`config.mk`:
```
export PLATFORM = sky130hd
export DESIGN_NAME = app_mul_pipe
export DESIGN_NICKNAME = d
export VERILOG_FILES = /design/src/rtl/app_mul_pipe.sv
export SDC_FILE = /design/constraint.sdc
export NUM_CORES = 1
export LEC_CHECK = 0
export ABC_AREA = 1
export CAP_MARGIN = 20
export CORE_UTILIZATION = 35
export DETAILED_ROUTE_END_ITERATION = 10
export PLACE_DENSITY = 0.58
export SETUP_SLACK_MARGIN = 0.3
export SLEW_MARGIN = 0
export SYNTH_ARGS = -nofsm -noshare
export SYNTH_HDL_FRONTEND = slang
export SYNTH_SLANG_ARGS = --single-unit
```
`constraint.sdc`:
```
create_clock -name clk -period 7.81 [get_ports clk]
set_input_delay 1.1715 -clock clk [delete_from_list [all_inputs] [get_ports clk]]
set_output_delay 1.1715 -clock clk [all_outputs]
set_load 0.005 [all_outputs]
```
`src/rtl/app_mul_pipe.sv`:
```
// Three-stage valid/ready Mitchell logarithmic approximate multiplier.
// Supports signed/unsigned operation per transaction, an exact zero result, and a sideband tag.
module app_mul_pipe #(
    parameter int WIDTH     = 16,
    parameter int TAG_WIDTH = 4
) (
    input  logic                   clk,
    input  logic                   reset,
    input  logic                   in_valid,
    output logic                   in_ready,
    input  logic                   in_signed,
    input  logic [WIDTH-1:0]       in_a,
    input  logic [WIDTH-1:0]       in_b,
    input  logic [TAG_WIDTH-1:0]   in_tag,
    output logic                   out_valid,
    input  logic                   out_ready,
    output logic [2*WIDTH-1:0]     out_product,
    output logic [TAG_WIDTH-1:0]   out_tag
);

    localparam int KW = $clog2(WIDTH);
    localparam int EW = $clog2(2*WIDTH);
    localparam int FW = WIDTH - 1;
    localparam int PW = 3*WIDTH;

    // The most negative operand maps to 2^(WIDTH-1). This value is still representable unsigned.
    function automatic logic [WIDTH-1:0] magnitude(input logic [WIDTH-1:0] v, input logic sgn);
        magnitude = (sgn && v[WIDTH-1]) ? ((~v) + WIDTH'(1'b1)) : v;
    endfunction

    function automatic logic [KW-1:0] lead_one(input logic [WIDTH-1:0] mag);
        lead_one = '0;
        for (int i = 0; i < WIDTH; i++) begin
            lead_one = mag[i] ? KW'(i) : lead_one;
        end
    endfunction

    function automatic logic [FW-1:0] fraction(input logic [WIDTH-1:0] mag, input logic [KW-1:0] k);
        logic [WIDTH-1:0] norm;
        norm     = mag << (KW'(FW) - k);
        fraction = norm[FW-1:0];
    endfunction

    logic                 r1_s, r2_s, r3_s;
    logic [WIDTH-1:0]     mag_a_s, mag_b_s;
    logic [KW-1:0]        ka_s, kb_s;
    logic                 v1_r, sign1_r, zero1_r;
    logic [KW-1:0]        ka1_r, kb1_r;
    logic [FW-1:0]        fa1_r, fb1_r;
    logic [TAG_WIDTH-1:0] tag1_r;
    logic [WIDTH-1:0]     sum_s, m_s;
    logic [EW-1:0]        e_s;
    logic                 v2_r, sign2_r, zero2_r;
    logic [WIDTH-1:0]     m2_r;
    logic [EW-1:0]        e2_r;
    logic [TAG_WIDTH-1:0] tag2_r;
    logic [2*WIDTH-1:0]   mag_p_s, prod_s;
    logic                 v3_r;

    // A stage accepts new data when it is empty or when its contents move downstream this cycle.
    always_comb begin
        r3_s = !v3_r || out_ready;
        r2_s = !v2_r || r3_s;
        r1_s = !v1_r || r2_s;
    end

    assign in_ready  = r1_s;
    assign out_valid = v3_r;

    // Stage 1 combinational path: compute operand magnitudes and leading-one positions.
    always_comb begin
        mag_a_s = magnitude(in_a, in_signed);
        mag_b_s = magnitude(in_b, in_signed);
        ka_s    = lead_one(mag_a_s);
        kb_s    = lead_one(mag_b_s);
    end

    // Stage 1 registers: the sign, zero flag, characteristics and fractions of both operands.
    always_ff @(posedge clk) begin
        if (reset) begin
            v1_r    <= 1'b0;
            sign1_r <= 1'b0;
            zero1_r <= 1'b0;
            ka1_r   <= '0;
            kb1_r   <= '0;
            fa1_r   <= '0;
            fb1_r   <= '0;
            tag1_r  <= '0;
        end else if (r1_s) begin
            v1_r <= in_valid;
            if (in_valid) begin
                sign1_r <= in_signed && (in_a[WIDTH-1] ^ in_b[WIDTH-1]);
                zero1_r <= (mag_a_s == '0) || (mag_b_s == '0);
                ka1_r   <= ka_s;
                kb1_r   <= kb_s;
                fa1_r   <= fraction(mag_a_s, ka_s);
                fb1_r   <= fraction(mag_b_s, kb_s);
                tag1_r  <= in_tag;
            end
        end
    end

    // Stage 2 combinational path: add the logarithms. A carry out of the fraction sum raises the exponent by one.
    always_comb begin
        sum_s = {1'b0, fa1_r} + {1'b0, fb1_r};
        m_s   = {1'b1, sum_s[FW-1:0]};
        e_s   = EW'(ka1_r) + EW'(kb1_r) + EW'(sum_s[WIDTH-1]);
    end

    // Stage 2 registers: the mantissa and exponent of the log-domain sum.
    always_ff @(posedge clk) begin
        if (reset) begin
            v2_r    <= 1'b0;
            sign2_r <= 1'b0;
            zero2_r <= 1'b0;
            m2_r    <= '0;
            e2_r    <= '0;
            tag2_r  <= '0;
        end else if (r2_s) begin
            v2_r <= v1_r;
            if (v1_r) begin
                sign2_r <= sign1_r;
                zero2_r <= zero1_r;
                m2_r    <= m_s;
                e2_r    <= e_s;
                tag2_r  <= tag1_r;
            end
        end
    end

    // Stage 3 combinational path: antilog by shifting. The shift is done in a 3*WIDTH-bit field, so no product bits are lost.
    always_comb begin
        mag_p_s = (2*WIDTH)'((PW'(m2_r) << e2_r) >> FW);
        if (zero2_r) begin
            prod_s = '0;
        end else if (sign2_r) begin
            prod_s = -mag_p_s;
        end else begin
            prod_s = mag_p_s;
        end
    end

    // Stage 3 registers drive the outputs directly. The outputs hold their value while the stage is stalled or empty.
    always_ff @(posedge clk) begin
        if (reset) begin
            v3_r        <= 1'b0;
            out_product <= '0;
            out_tag     <= '0;
        end else if (r3_s) begin
            v3_r <= v2_r;
            if (v2_r) begin
                out_product <= prod_s;
                out_tag     <= tag2_r;
            end
        end
    end

endmodule

```
## Word level (Yosys, flattened, before mapping)

Cells that the tools add are included.

| storage, ports and cells | value |
|---|---|
| memory bits (read-only) | 0 |
| latch bits | 0 |
| memories kept | 0 |
| RAM bits | 0 |
| output and inout port bits | 38 |
| input bits | 41 |
| logic and storage cells | 80 |
| register bits | 110 |

| operators by class | value |
|---|---|
| muxes and demuxes | 34 |
| shift-type cells | 3 |
| magnitude comparators | 0 |
| div/mod/pow operators | 0 |
| bitwise gates (word level) | 3 |
| multiply operators | 0 |
| add/sub/neg operators | 8 |
| reduce and logical (&&, ||, !) cells | 15 |
| eq/ne operators | 0 |

Operator list:

| cell | number |
|---|---|
| two-way mux 32 bit | 2 |
| two-way mux 4 bit | 16 |
| left shift 16 x 5 -> 47 bit | 1 |
| adder 16 x 1 -> 16 bit, second input constant | 2 |
| zero test 16 bit | 2 |
| two-way mux 16 bit | 2 |
| negator 32 bit | 1 |
| NOT 16 bit | 2 |
| left shift 16 x 4 -> 15 bit | 2 |
| two-way mux 3 bit | 8 |
| adder 15 x 15 -> 16 bit | 1 |
| two-way mux 2 bit | 4 |
| subtractor 4 bit, first input constant | 2 |
| AND reduction 2 bit | 3 |
| adder 4 x 4 -> 5 bit | 1 |
| adder 5 x 1 -> 5 bit | 1 |
| logical OR 1 bit | 4 |
| logical AND 1 bit | 3 |
| zero test 1 bit | 3 |
| two-way mux 1 bit | 2 |
| XOR 1 bit | 1 |

## Depth between registers and ports, before layout

Gate-level depths: netlist (run 1).

| logic depth | value |
|---|---|
| depth in word-level cells | 20 |
| mapped depth | 28 |
| gate-level depth less buffers | 28 |

## Worst setup path after synthesis (run 1)

No wires, ideal clock.

| timing | value |
|---|---|
| kind | input-to-reg |
| start point | in in_a[1] |
| end point | reg fa1_r[11] |
| stages | 20 |
| buffers on the path | 1 |
| required time | 7.682 ns |
| setup slack | 4.530 ns |
| setup time | 0.128 ns |
| arrival | 3.153 ns |
| cell sequence | inv_1 -> ha_1 -> nand3_2 -> nor2_2 -> nand4_2 -> nor2_2 -> nand2_2 -> nand2_4 -> nand2_1 -> nand2_1 -> nand2_1 -> nand2_1 -> buf_2 -> nand3_1 -> nand2_1 -> nand2_1 -> nand3_1 -> nand2_1 -> a21oi_1 -> nor2_1 |

| on the way | value |
|---|---|
| longest elaborated chain between the ends | 20 |

RTL lines:

| element | RTL line | source |
|---|---|---|
| start, declared | 12 | `input logic [WIDTH-1:0] in_a,` |
| NOT 16 bit | 28 | `magnitude = (sgn && v[WIDTH-1]) ? ((~v) + WIDTH'(1'b1)) : v;` |
| adder 16 x 1 -> 16 bit | 28 |  |
| two-way mux 16 bit (*) | 28 |  |
| two-way mux 1 bit | 34 | `lead_one = mag[i] ? KW'(i) : lead_one;` |
| two-way mux 2 bit (2 in series) | 34 |  |
| two-way mux 3 bit (4 in series) | 34 |  |
| two-way mux 4 bit (8 in series) | 34 |  |
| subtractor 4 bit | 40 | `norm = mag << (KW'(FW) - k);` |
| left shift 16 x 4 -> 15 bit (*) | 40 |  |
| end signal, assigned | 96 | `fa1_r <= fraction(mag_a_s, ka_s);` |
| end, declared | 49 | `logic [FW-1:0] fa1_r, fb1_r;` |

Every way passes the cells marked *; elsewhere a longest branch is shown, timed or not.
A chain may end at the register's enable or synchronous reset.

## Worst setup path in the final report (run 1)

| timing | value |
|---|---|
| start point | in in_signed |
| end point | reg fa1_r[11] |

| on the way | value |
|---|---|
| longest elaborated chain between the ends | 19 |

RTL lines:

| element | RTL line | source |
|---|---|---|
| start, declared | 11 | `input logic in_signed,` |
| logical AND 1 bit (*) | 28 |  |
| two-way mux 16 bit (*) | 28 |  |
| two-way mux 1 bit | 34 |  |
| two-way mux 2 bit (2 in series) | 34 |  |
| two-way mux 3 bit (4 in series) | 34 |  |
| two-way mux 4 bit (8 in series) | 34 |  |
| subtractor 4 bit | 40 |  |
| left shift 16 x 4 -> 15 bit (*) | 40 |  |

Marks and branches as above.

==> impl_results.md, run 1 <==
* Vias at 9398
* Top delay family on crit path: buffers and inverters
* Final Worst Setup Slack at about 3.7 ns
* Post-placement worst setup slack at 3.34 ns
* Via count of the first global-routing pass at about 8300
* Worst Hold Class: reg2reg
* Netlist cell types at 59
* Area added between synthesis and finish at 13.0%
* Cells traversed along the worst timing path: clkdlybuf4s50_1 > nand2_2 > inv_2 > nand2_1 > nand2_1 > nand2_1 > nor2_2 > o31ai_1 > nand3_1 > nand3_1 > a21oi_4 > inv_2 > nand3_1 > nand2_1 > nand3_1 > nand2_1 > a21oi_1 > nor2_1
* Number of DRC violations after detailed routing at 0
* Count of inserted antenna diode cells at 0
* Height of the die at around 160 µm
* Count of final setup violators at 0
* Category of the worst setup path capture point: flip-flop
* Combinational family with the most area after synthesis: simple AND/OR/NAND/NOR gates
* Met3 Track Usage GR at 2.69%
* HPWL after detailed placement at 19400 µm
* Worst hold path cell count at 2
* Transition at the pin with the smallest max-transition slack at around 0.89 ns
* Status: complete, no violations
* Worst Hold Path EP: out_product[18]
* Classification of the worst setup path: in2reg
* Yosys top cell area share at 24.2%
* Hold bufs inserted after CTS at 0
* Bufs and invs on worst path at 3
* Setup slack of the worst register-to-register path at 4.08 ns
* Clock tree from TritonCTS: yes
* Resized Gates After CTS at 0
* Biggest area contributors in the synthesized netlist: sky130_fd_sc_hd__dfxtp_1, sky130_fd_sc_hd__nand2_1, sky130_fd_sc_hd__nand3_1, sky130_fd_sc_hd__inv_1, sky130_fd_sc_hd__a21oi_1
* Simple-gate portion of the synthesized area at 42.3%
* Parity-gate share of the synthesized area counting xor and xnor cells at 3.05%
* Pins Over Slew Limit at 0
* Met1 track demand over resource at a little over a quarter
* Async S/R FF share, synth at 0%
* Post-synthesis cell area at 0.00911 mm²
* Share of post-route cells with drive strength above 1 at 8.94%
* First DRT Iteration DRCs at 694
* Share of the clock period used by the worst path after layout at 52.1%
* Clock root buffer: sky130_fd_sc_hd__clkbuf_16
* Final standard cell count with taps included and fillers excluded at 1863
* Delay contributed by the slowest stage of the critical path at 0.74 ns
* Average size of a mapped cell at 6.07 µm²
* Count of buffers inserted at the top-level ports at 78
* Synthesized netlist net count at 1566
* Leakage Power at between 4 and 5 nW
* Required time at the endpoint of the critical path at 8.04 ns
* Number of clock buffers inserted by TritonCTS at 9
* Arithmetic-cell share of the synthesized area counting full adders, half adders and majority gates at 3.54%
* Total of warnings raised by yosys at 0
* Post-layout net count at 1593
* Overflow after GRT at 0
* Headroom to the max-slew limit at 40.6%
* Latest clock arrival within the worst-skew pair at 0.37 ns
* Highest net fanout along the worst path at 21
* Worst Clk Skew at between 0.02 and 0.025 ns
* Largest net degree at the start of global routing at 74
* Syn Inst Count at 1501
* Commonest cells after routing, fill and taps aside: sky130_fd_sc_hd__nand2_1, sky130_fd_sc_hd__nand3_1, sky130_fd_sc_hd__inv_1, sky130_fd_sc_hd__dfxtp_1, sky130_fd_sc_hd__nor2_1
* Clock net sink count at 110
* Worst IR Drop VDD at roughly 0.00012 V
* CTS clk-pin slew, worst paths at 0.09 ns
* TritonRoute pass-1 iters at 5
* Maximum operating frequency at roughly 250 MHz
* Initial antenna violation count at 0
* Total instance count after detailed placement at approximately 1800
* Part of the Yosys area used for sequential elements at 24.2%
* Standard-cell row count at 58
* Primary FF master, synth: sky130_fd_sc_hd__dfxtp_1
* Arrival time worst endpoint at 4.30 ns
* Tmin final at 4.07 ns
* RSZ-0062 raised after global routing: no
* Power per unit of standard cell area at roughly 170 mW/mm²
* Total die area at 0.0267 mm²
* Crit path max-delay cell type: sky130_fd_sc_hd__clkdlybuf4s50_1
* Max-cap violations at 0
* Hold violation count in the final report at 0
* All-layer global routing usage at 19.0%
* Most common cell after layout, fill and taps aside: sky130_fd_sc_hd__nand2_1
* Hold path start: out_product[18]
* Setup TNS Final at 0 ns
* Final wirelength at 24900 µm
* Clk buf depth at 2
* Top-level port count at 79
* End of the worst register-to-register path: e2_r[1]
* H-tree lvl count at 3
* Die width at 163 µm
* Number of enable-type register cells in the synthesized netlist at 0
* Total of flip-flops plus latches after synthesis at 110
* Worst-case reg-to-reg path depth at 21
* Met2 demand-to-capacity share in global routing at 29.8%
* Wirelength per Cell at 13.4 µm
* Initial core utilization at between 30% and 40%
* Share of the synthesized area in compound gates (AO/OA/AOI/OAI) at roughly 15%
* Number of buffers inserted by post-CTS setup repair at 0
* R2R Path Start: fa1_r[2]
* Final Wtd Congestion at 0.909
* Core region area at approximately 0.025 mm²
* Largest area contributor in the synthesized netlist: sky130_fd_sc_hd__dfxtp_1
* DRT antenna net count at 0
* Startpoint types: input port
* Proportion of synthesized area in mux cells at 0.440%
* Top Usage Layer GRT: met2
* Power consumption at 0.00171 W
* First-pass GRT wire length at 41300 µm
* Cell with the most instances on the worst path: sky130_fd_sc_hd__nand2_1
* Number of vias per cell at between 5 and 6
[Yosys cell counts (15+ instances only)]
library cell / instances
sky130_fd_sc_hd__dfxtp_1: 110
sky130_fd_sc_hd__nor2_2: 17
sky130_fd_sc_hd__buf_2: 21
sky130_fd_sc_hd__nand3_1: 198
sky130_fd_sc_hd__inv_2: 28
sky130_fd_sc_hd__nand2_1: 456
sky130_fd_sc_hd__clkbuf_1: 26
sky130_fd_sc_hd__nand2_2: 15
sky130_fd_sc_hd__ha_1: 21
sky130_fd_sc_hd__nor2_1: 104
sky130_fd_sc_hd__inv_1: 135
sky130_fd_sc_hd__nand4_1: 20
sky130_fd_sc_hd__o21ai_0: 59
sky130_fd_sc_hd__xor2_1: 15
sky130_fd_sc_hd__o21ai_1: 38
sky130_fd_sc_hd__a21oi_1: 100
[tightest hold or removal path: cells and delay by family, from the launching register on]
kind	cells	cell delay [ns]
flops	1	0.32
compound gates	1	0.05
simple gates	1	0.06
[worst max path at each step]
stage / startpoint / endpoint / slack (ns) / depth (start not counted)
2_1_floorplan: in_a[1] / fa1_r[11] / 4.53 / 20
3_3_place_gp: in_signed / fa1_r[11] / 3.41 / 18
3_5_place_dp: in_signed / fa1_r[11] / 3.34 / 18
4_1_cts: in_signed / fa1_r[11] / 3.75 / 18
5_1_grt: in_signed / fa1_r[9] / 3.38 / 23
6_report: in_signed / fa1_r[11] / 3.74 / 18
[power breakdown]
group / total [W] / switching (W) / leakage, nW / internal [W]
sequential: 0.000630 / 0.0000317 / 0.902 / 0.000598
clock: 0.000491 / 0.000256 / 0.154 / 0.000234
combinational: 0.000590 / 0.000385 / 3.69 / 0.000206
[area by class of cell]
class | count | area (µm²)
flip-flops and latches | 110 | 2200
clock buffers | 9 | 225
clock inverters | 7 | 93.8
well taps | 330 | 413
inverters | 165 | 619
multi-input cells | 1156 | 5880
repair buffers | 86 | 856
fillers | 2739 | 15000
[sequential cells by signal (all words and copies together) (netlist names)]
name / flops
out_product: 32
m2_r: 16
fa1_r: 15
fb1_r: 15
e2_r: 5
ka1_r: 4
kb1_r: 4
out_tag: 4
tag1_r: 4
tag2_r: 4
out_valid: 1
sign1_r: 1
sign2_r: 1
v1_r: 1
v2_r: 1
zero1_r: 1
zero2_r: 1
[kinds of logic (layout without fill, tap and decap cells)]
group                      count (synthesis)  after routing
DFF                                      110            110
adders and majority gates                 24             24
buffers and inverters                    235            267
and+or+nand+nor                          859            859
muxes                                      4              4
xor gates and xnor gates                  27             27
AOI/OAI and AO/OA                        242            242
[stage by stage]
step,util (%),hold WS (ns),cell area [µm²]
finish,40.6,0.468,10300
global route,40.6,0.481,10300
CTS,40.5,0.471,10300
detailed placement,39.3,0.456,9940
global placement,39.3,0.453,9940
floorplan,-,0.449,9110
[per-layer routing]
metal	part of all wire [%]	vias to the layer above
met1	51	4258
li1	-	4948
met4	1.5	0
met2	44	170
met3	3.7	22
met5	0	-
(Power assumes the default switching activity.)
==> run 2: changes to the inputs <==
Settings changed: PLACE_DENSITY 0.58 to 0.6.
Clock period 7.81 ns to 3.65 ns, I/O delays scaled along.
==> run 2 against run 1 <==
Sequential power increased by 110%. Setup slack got worse by 3.4 ns. Via count increased by 0.68%. Non-clock buffer count increased by 28. Cell count increased by 1.5%. Flip-flop and latch count unchanged. Combinational power increased by 130%. Cell area increased by 3.6%. Routed wire length increased by 1.1%.
==> impl_results.md, run 2 (synthesized netlist as in run 1, its figures left out) <==
* Total of fill cells in the finished design at 2763 (was 2739)
* Commonest cells after routing, fill and taps aside: sky130_fd_sc_hd__nand2_1, sky130_fd_sc_hd__nand3_1, sky130_fd_sc_hd__inv_1, sky130_fd_sc_hd__dfxtp_1, sky130_fd_sc_hd__nor2_1 (unchanged)
* Worst IR Drop VDD at 0.000249 V (was 0.000120 V)
* HPWL after detailed placement at 19500 µm (was 19400 µm)
* Die width at 163 µm (unchanged)
* Core region area at 0.0253 mm² (unchanged)
* Maximum operating frequency at between 300 and 400 MHz
* Transition at the pin with the smallest max-transition slack at 0.789 ns (was 0.890 ns)
* Share of the clock period used by the worst path after layout at 90.9%
* Hold bufs inserted after CTS at 0 (unchanged)
* Overflow after GRT at 0 (unchanged)
* Worst Hold Class: reg2reg (unchanged)
* Headroom to the max-slew limit at 47.4% (was 40.6%)
* Standard-cell row count at 58 (unchanged)
* Worst-case reg-to-reg path depth at 21 (unchanged)
* Worst Clk Skew at 0.0177 ns (was 0.0215 ns)
* Leakage Power at 4.91 nW (was 4.74 nW)
* Initial core utilization at 36.0% (unchanged)
* DRT antenna net count at 0 (unchanged)
* Core Util, Final at 42.1% (was 40.6%)
* Largest reg by FF count: out_product (unchanged)
* Tmin final at 3.32 ns
* Share of post-route cells with drive strength above 1 at 12.4% (was 8.94%)
* Pins Over Slew Limit at 0 (unchanged)
* Number of DRC violations after detailed routing at 0 (unchanged)
* Clk buf depth at 2 (unchanged)
* Highest net fanout along the worst path at 4 (was 21)
* Count of final setup violators at 0 (unchanged)
* Status: complete, no violations (unchanged)
* Worst hold path cell count at 2 (unchanged)
* All-layer global routing usage at 19.1% (was 19.0%)
* Arrival time worst endpoint at 3.62 ns (was 4.30 ns)
* Category of the worst setup path capture point: flip-flop (unchanged)
* Area added between synthesis and finish at 17.1% (was 13.0%)
* Required time at the endpoint of the critical path at 3.95 ns (was 8.04 ns)
* Latest clock arrival within the worst-skew pair at 0.37 ns (about the same)
* Height of the die at 163 µm (unchanged)
* Setup TNS Final at 0 ns (unchanged)
* First-pass GRT wire length at 41500 µm (was 41300 µm)
* RSZ-0062 raised after global routing: yes (was no)
* Startpoint types: flip-flop (was input port)
* Max-cap violations at 0 (unchanged)
* Top-level port count at 79 (unchanged)
* H-tree lvl count at 3 (unchanged)
* Number of flip-flops in the largest register at 32 (unchanged)
* Number of vias per cell at 5.00 (was 5.04)
* First DRT Iteration DRCs at 554 (was 694)
* Vias at 9462 (was 9398)
* Most common cell after layout, fill and taps aside: sky130_fd_sc_hd__nand2_1 (unchanged)
* Clock tree from TritonCTS: yes (unchanged)
* Number of clock buffers inserted by TritonCTS at 9 (unchanged)
* Clock net sink count at 110 (unchanged)
* Via count of the first global-routing pass at 8523 (was 8253)
* Power per unit of standard cell area at 348 mW/mm² (was 166 mW/mm²)
* Post-layout net count at 1621 (was 1593)
* Clock root buffer: sky130_fd_sc_hd__clkbuf_16 (unchanged)
* Placed cell areas at 0.0102 mm² (was 0.00994 mm²)
* Biggest registers after layout: out_product x32, m2_r x16 (unchanged)
* Initial antenna violation count at 0 (unchanged)
* TritonRoute pass-1 iters at 6 (was 5)
* Total die area at 0.0267 mm² (unchanged)
* Wirelength per Cell at 13.3 µm (was 13.4 µm)
* Classification of the worst setup path: reg2reg (was in2reg)
* Hold violation count in the final report at 0 (unchanged)
* Count of inserted antenna diode cells at 0 (unchanged)
* Count of buffers inserted at the top-level ports at 78 (unchanged)
* CTS clk-pin slew, worst paths at 0.09 ns (about the same)
* Final Wtd Congestion at 0.927 (was 0.909)
* Post-layout instance area at 0.0107 mm² (was 0.0103 mm²)
* Final wirelength at 25200 µm (was 24900 µm)
* Largest net degree at the start of global routing at 73 (was 74)
[run 2: cell types whose count changed in the layout (fill, tap and decap cells not counted), sizes merged]
cell           change
clkinv             +1
clkdlybuf4s50      -2
inv                -1
dlymetal6s2s       +2
buf               +28
[run 2: final cells by class]
| class | count | area [µm²] | share of cell area, % |
|---|---|---|---|
| clock buffers | 9 | 225 | 2.11 |
| clock inverters | 7 | 93.8 | 0.880 |
| inverters | 165 | 624 | 5.85 |
| multi-input cells | 1156 | 6010 | 56.3 |
| flip-flops and latches | 110 | 2210 | 20.8 |
| well taps | 330 | 413 | 3.87 |
| repair buffers | 114 | 1090 | 10.2 |
[run 2: worst paths after layout]
| check | from | end | slack, ns |
|---|---|---|---|
| max | fb1_r[2] | e2_r[1] | 0.33 |
| min | out_product[9] | out_product[9] | 0.47 |
| max reg2reg | fb1_r[2] | e2_r[1] | 0.33 |
| min reg2reg | out_product[9] | out_product[9] | 0.47 |
[run 2: timing repair]
| item | CTS | global route |
|---|---|---|
| setup buffers | 0 | 6 |
| pin swaps | 0 | 13 |
| endpoints found under the setup margin | 4 | 19 |
| cloned | 0 | 0 |
| gates resized for setup | 5 | 39 |
[run 2: report_power, final]
part	internal [W]	leakage, nW	total (W)	switching [W]
Combinational	0.000484	3.85	0.00134	0.000856
Sequential	0.00128	0.905	0.00134	0.0000548
Clock	0.000498	0.154	0.00104	0.000543
Total	0.00226	4.91	0.00372	0.00145
[run 2: stage by stage]
stage | hold WS, ns | instances | setup WS, ns | total power (W)
after floorplan | 0.449 | 1501 | 0.388 | 0.00233
after global placement | 0.452 | 1869 | 0.152 | 0.00265
after CTS | 0.472 | 1885 | 0.357 | 0.00370
after global routing | 0.477 | 1891 | 0.102 | 0.00396
after detailed placement | 0.458 | 1869 | 0.137 | 0.00266
final | 0.468 | 1891 | 0.331 | 0.00372
[run 2: worst max-delay path: stages (launching register included)]
cell and delay (ns):
sky130_fd_sc_hd__dfxtp_2 0.35, sky130_fd_sc_hd__ha_4 0.26, sky130_fd_sc_hd__nand2_2 0.06, sky130_fd_sc_hd__nor2_2 0.04
sky130_fd_sc_hd__a211oi_2 0.29, sky130_fd_sc_hd__o21ai_2 0.12, sky130_fd_sc_hd__nand3_1 0.09, sky130_fd_sc_hd__nand2_2 0.07
sky130_fd_sc_hd__nand2_2 0.07, sky130_fd_sc_hd__nand2_2 0.06, sky130_fd_sc_hd__nand3_2 0.07, sky130_fd_sc_hd__nand2_2 0.06
sky130_fd_sc_hd__a21oi_2 0.13, sky130_fd_sc_hd__inv_1 0.06, sky130_fd_sc_hd__a21oi_2 0.15, sky130_fd_sc_hd__inv_1 0.07
sky130_fd_sc_hd__a21oi_2 0.13, sky130_fd_sc_hd__o21bai_1 0.10, sky130_fd_sc_hd__fa_2 0.39, sky130_fd_sc_hd__fa_2 0.53
sky130_fd_sc_hd__o21ai_1 0.05, sky130_fd_sc_hd__a21oi_1 0.12
[run 2: metal layers]
layer / GRT usage, % / routed length (µm)
met5: 0 / 0
met4: 7.18 / 663
met3: 2.08 / 844
met2: 30.5 / 11100
met1: 26.2 / 12500
==> run 3: changes to the inputs <==
Settings changed: CELL_PAD_IN_SITES_DETAIL_PLACEMENT set to 0, CELL_PAD_IN_SITES_GLOBAL_PLACEMENT set to 1, PLACE_DENSITY 0.6 to 0.79.
==> run 3 against run 2 <==
Core utilization shrank 0.29 points. Routed wire length grew 1.6%. Hold slack lost 0.0015 ns. Non-clock buffer count shrank 3. Critical path depth is the same.
==> impl_results.md, run 3 (synthesized netlist as in run 1, its figures left out) <==
* Share of post-route cells with drive strength above 1 at 11.9% (was 12.4%)
* Share of the clock period used by the worst path after layout at 87.0% (was 90.9%)
* Top delay family on crit path: adder cells (unchanged)
* Via count of the first global-routing pass at 8705 (was 8523)
* Maximum operating frequency at 315 MHz (was 301 MHz)
* Count of final setup violators at 0 (unchanged)
* Number of flip-flops in the largest register at 32 (unchanged)
* Initial core utilization at 36.0% (unchanged)
* Hold violation count in the final report at 0 (unchanged)
* Setup TNS Final at 0 ns (unchanged)
* Leakage Power at 4.88 nW (was 4.91 nW)
* All-layer global routing usage at 19.8% (was 19.1%)
* Initial antenna violation count at 0 (unchanged)
* Largest reg by FF count: out_product (unchanged)
* Clock net sink count at 110 (unchanged)
* Power consumption at 0.00375 W (was 0.00372 W)
* Bufs and invs on worst path at 2 (unchanged)
* Total die area at 0.0267 mm² (unchanged)
* HPWL after detailed placement at 20000 µm (was 19500 µm)
* Total of fill cells in the finished design at 2760 (was 2763)
* TritonRoute pass-1 iters at 5 (was 6)
* Worst Hold Class: reg2reg (unchanged)
* Crit path max-delay cell type: sky130_fd_sc_hd__fa_2 (unchanged)
* Category of the worst setup path capture point: flip-flop (unchanged)
* Height of the die at 163 µm (unchanged)
* Pins Over Slew Limit at 0 (unchanged)
* Classification of the worst setup path: reg2reg (unchanged)
* Max-cap violations at 0 (unchanged)
* Cell with the most instances on the worst path: sky130_fd_sc_hd__nand2_2 (unchanged)
* Final Wtd Congestion at 0.923 (was 0.927)
* Commonest cells after routing, fill and taps aside: sky130_fd_sc_hd__nand2_1, sky130_fd_sc_hd__nand3_1, sky130_fd_sc_hd__inv_1, sky130_fd_sc_hd__dfxtp_1, sky130_fd_sc_hd__nor2_1 (unchanged)
* Most common cell after layout, fill and taps aside: sky130_fd_sc_hd__nand2_1 (unchanged)
* Standard-cell row count at 58 (unchanged)
* CTS clk-pin slew, worst paths at 0.09 ns (about the same)
* Status: complete, no violations (unchanged)
* Headroom to the max-slew limit at 46.7% (was 47.4%)
* Die width at 163 µm (unchanged)
* Count of inserted antenna diode cells at 0 (unchanged)
* DRT antenna net count at 0 (unchanged)
* Core region area at 0.0253 mm² (unchanged)
* RSZ-0062 raised after global routing: yes (unchanged)
* Delay contributed by the slowest stage of the critical path at 0.52 ns (was 0.53 ns)
* Power per unit of standard cell area at 354 mW/mm² (was 348 mW/mm²)
* Top-level port count at 79 (unchanged)
* Worst IR Drop VDD at 0.000241 V (was 0.000249 V)
* Area added between synthesis and finish at 16.3% (was 17.1%)
* H-tree lvl count at 3 (unchanged)
* Tmin final at 3.18 ns (was 3.32 ns)
* Biggest registers after layout: out_product x32, m2_r x16 (unchanged)
* Number of vias per cell at 4.97 (was 5.00)
* Post-layout net count at 1618 (was 1621)
* Final wirelength at 25600 µm (was 25200 µm)
* Cells traversed along the worst timing path: ha_4 > nand2_1 > nor2_1 > a211oi_2 > o21ai_2 > nand3_1 > nand2_2 > nand2_2 > nand2_2 > nand3_2 > nand2_2 > a21oi_2 > inv_1 > a21oi_2 > inv_1 > a21oi_2 > o21bai_1 > fa_2 > fa_2 > o21ai_1 > a21oi_1 (was ha_4 > nand2_2 > nor2_2 > a211oi_2 > o21ai_2 > nand3_1 > nand2_2 > nand2_2 > nand2_2 > nand3_2 > nand2_2 > a21oi_2 > inv_1 > a21oi_2 > inv_1 > a21oi_2 > o21bai_1 > fa_2 > fa_2 > o21ai_1 > a21oi_1)
* Startpoint types: flip-flop (unchanged)
* Worst Clk Skew at 0.0147 ns (was 0.0177 ns)
* Clk buf depth at 2 (unchanged)
* First-pass GRT wire length at 42700 µm (was 41500 µm)
* Number of clock buffers inserted by TritonCTS at 9 (unchanged)
* Clock root buffer: sky130_fd_sc_hd__clkbuf_16 (unchanged)
* First DRT Iteration DRCs at 707 (was 554)
* Transition at the pin with the smallest max-transition slack at 0.799 ns (was 0.789 ns)
* Largest net degree at the start of global routing at 73 (unchanged)
* Number of DRC violations after detailed routing at 0 (unchanged)
* Required time at the endpoint of the critical path at 3.96 ns (was 3.95 ns)
* Latest clock arrival within the worst-skew pair at 0.37 ns (about the same)
* Count of buffers inserted at the top-level ports at 78 (unchanged)
* Highest net fanout along the worst path at 4 (unchanged)
* Overflow after GRT at 0 (unchanged)
* Arrival time worst endpoint at 3.48 ns (was 3.62 ns)
* Hold bufs inserted after CTS at 0 (unchanged)
* Wirelength per Cell at 13.6 µm (was 13.3 µm)
* Clock tree from TritonCTS: yes (unchanged)
* Vias at 9387 (was 9462)
run 3: path summary, 6_finish.rpt:
check,start,endpoint,slack [ns],cells after the start
worst max-delay path,fa1_r[2],e2_r[1],0.47,21
worst min register to register,out_product[17],out_product[17],0.47,2
worst max register to register,fa1_r[2],e2_r[1],0.47,21
worst min-delay path,out_product[17],out_product[17],0.47,2
run 3: where the power goes:
| group | switching [W] | internal [W] | leakage (nW) |
|---|---|---|---|
| clock | 0.000570 | 0.000512 | 0.157 |
| sequential | 0.0000630 | 0.00128 | 0.903 |
| combinational | 0.000855 | 0.000475 | 3.82 |
run 3: what timing repair did:
item | CTS | global route
endpoints found under the setup margin | 4 | 33
resized for setup | 5 | 26
pin swaps | 0 | 2
buffers inserted | 0 | 3
run 3: final cells by class:
| class | count | area [µm²] | area share, % |
|---|---|---|---|
| Clock buffer | 9 | 225 | 2.13 |
| Timing Repair Buffer | 111 | 1040 | 9.84 |
| Sequential cell | 110 | 2210 | 20.8 |
| Tap cell | 330 | 413 | 3.90 |
| Multi-Input combinational cell | 1156 | 5980 | 56.5 |
| Clock inverter | 7 | 101 | 0.957 |
| Inverter | 165 | 619 | 5.85 |
run 3: worst reg2reg max path, cell delays in order, from the launching register on:
cell	delay, ns
sky130_fd_sc_hd__dfxtp_1	0.39
sky130_fd_sc_hd__ha_4	0.24
sky130_fd_sc_hd__nand2_1	0.07
sky130_fd_sc_hd__nor2_1	0.05
sky130_fd_sc_hd__a211oi_2	0.20
sky130_fd_sc_hd__o21ai_2	0.08
sky130_fd_sc_hd__nand3_1	0.09
sky130_fd_sc_hd__nand2_2	0.08
sky130_fd_sc_hd__nand2_2	0.07
sky130_fd_sc_hd__nand2_2	0.06
sky130_fd_sc_hd__nand3_2	0.06
sky130_fd_sc_hd__nand2_2	0.06
sky130_fd_sc_hd__a21oi_2	0.13
sky130_fd_sc_hd__inv_1	0.06
sky130_fd_sc_hd__a21oi_2	0.15
sky130_fd_sc_hd__inv_1	0.07
sky130_fd_sc_hd__a21oi_2	0.11
sky130_fd_sc_hd__o21bai_1	0.09
sky130_fd_sc_hd__fa_2	0.36
sky130_fd_sc_hd__fa_2	0.52
sky130_fd_sc_hd__o21ai_1	0.07
sky130_fd_sc_hd__a21oi_1	0.12
run 3: per-stage QoR:
stage / worst slack [ns] / util [%] / cell area, µm² / cells / hold slack (ns)
global route: 0.228 / 41.8 / 10600 / 1888 / 0.485
global placement: 0.199 / 39.9 / 10100 / 1868 / 0.452
floorplan: 0.388 / - / 9110 / 1501 / 0.449
finish: 0.475 / 41.8 / 10600 / 1888 / 0.467
CTS: 0.333 / 41.3 / 10500 / 1884 / 0.470
detailed placement: 0.140 / 39.9 / 10100 / 1868 / 0.456
run 3: metal layers:
metal	GRT usage, %	wire (µm)	vias up
li1	-	-	5005
met1	27.3	12800	4206
met2	32.6	11600	156
met3	2.03	826	20
met4	5.40	383	0
met5	0	0	-
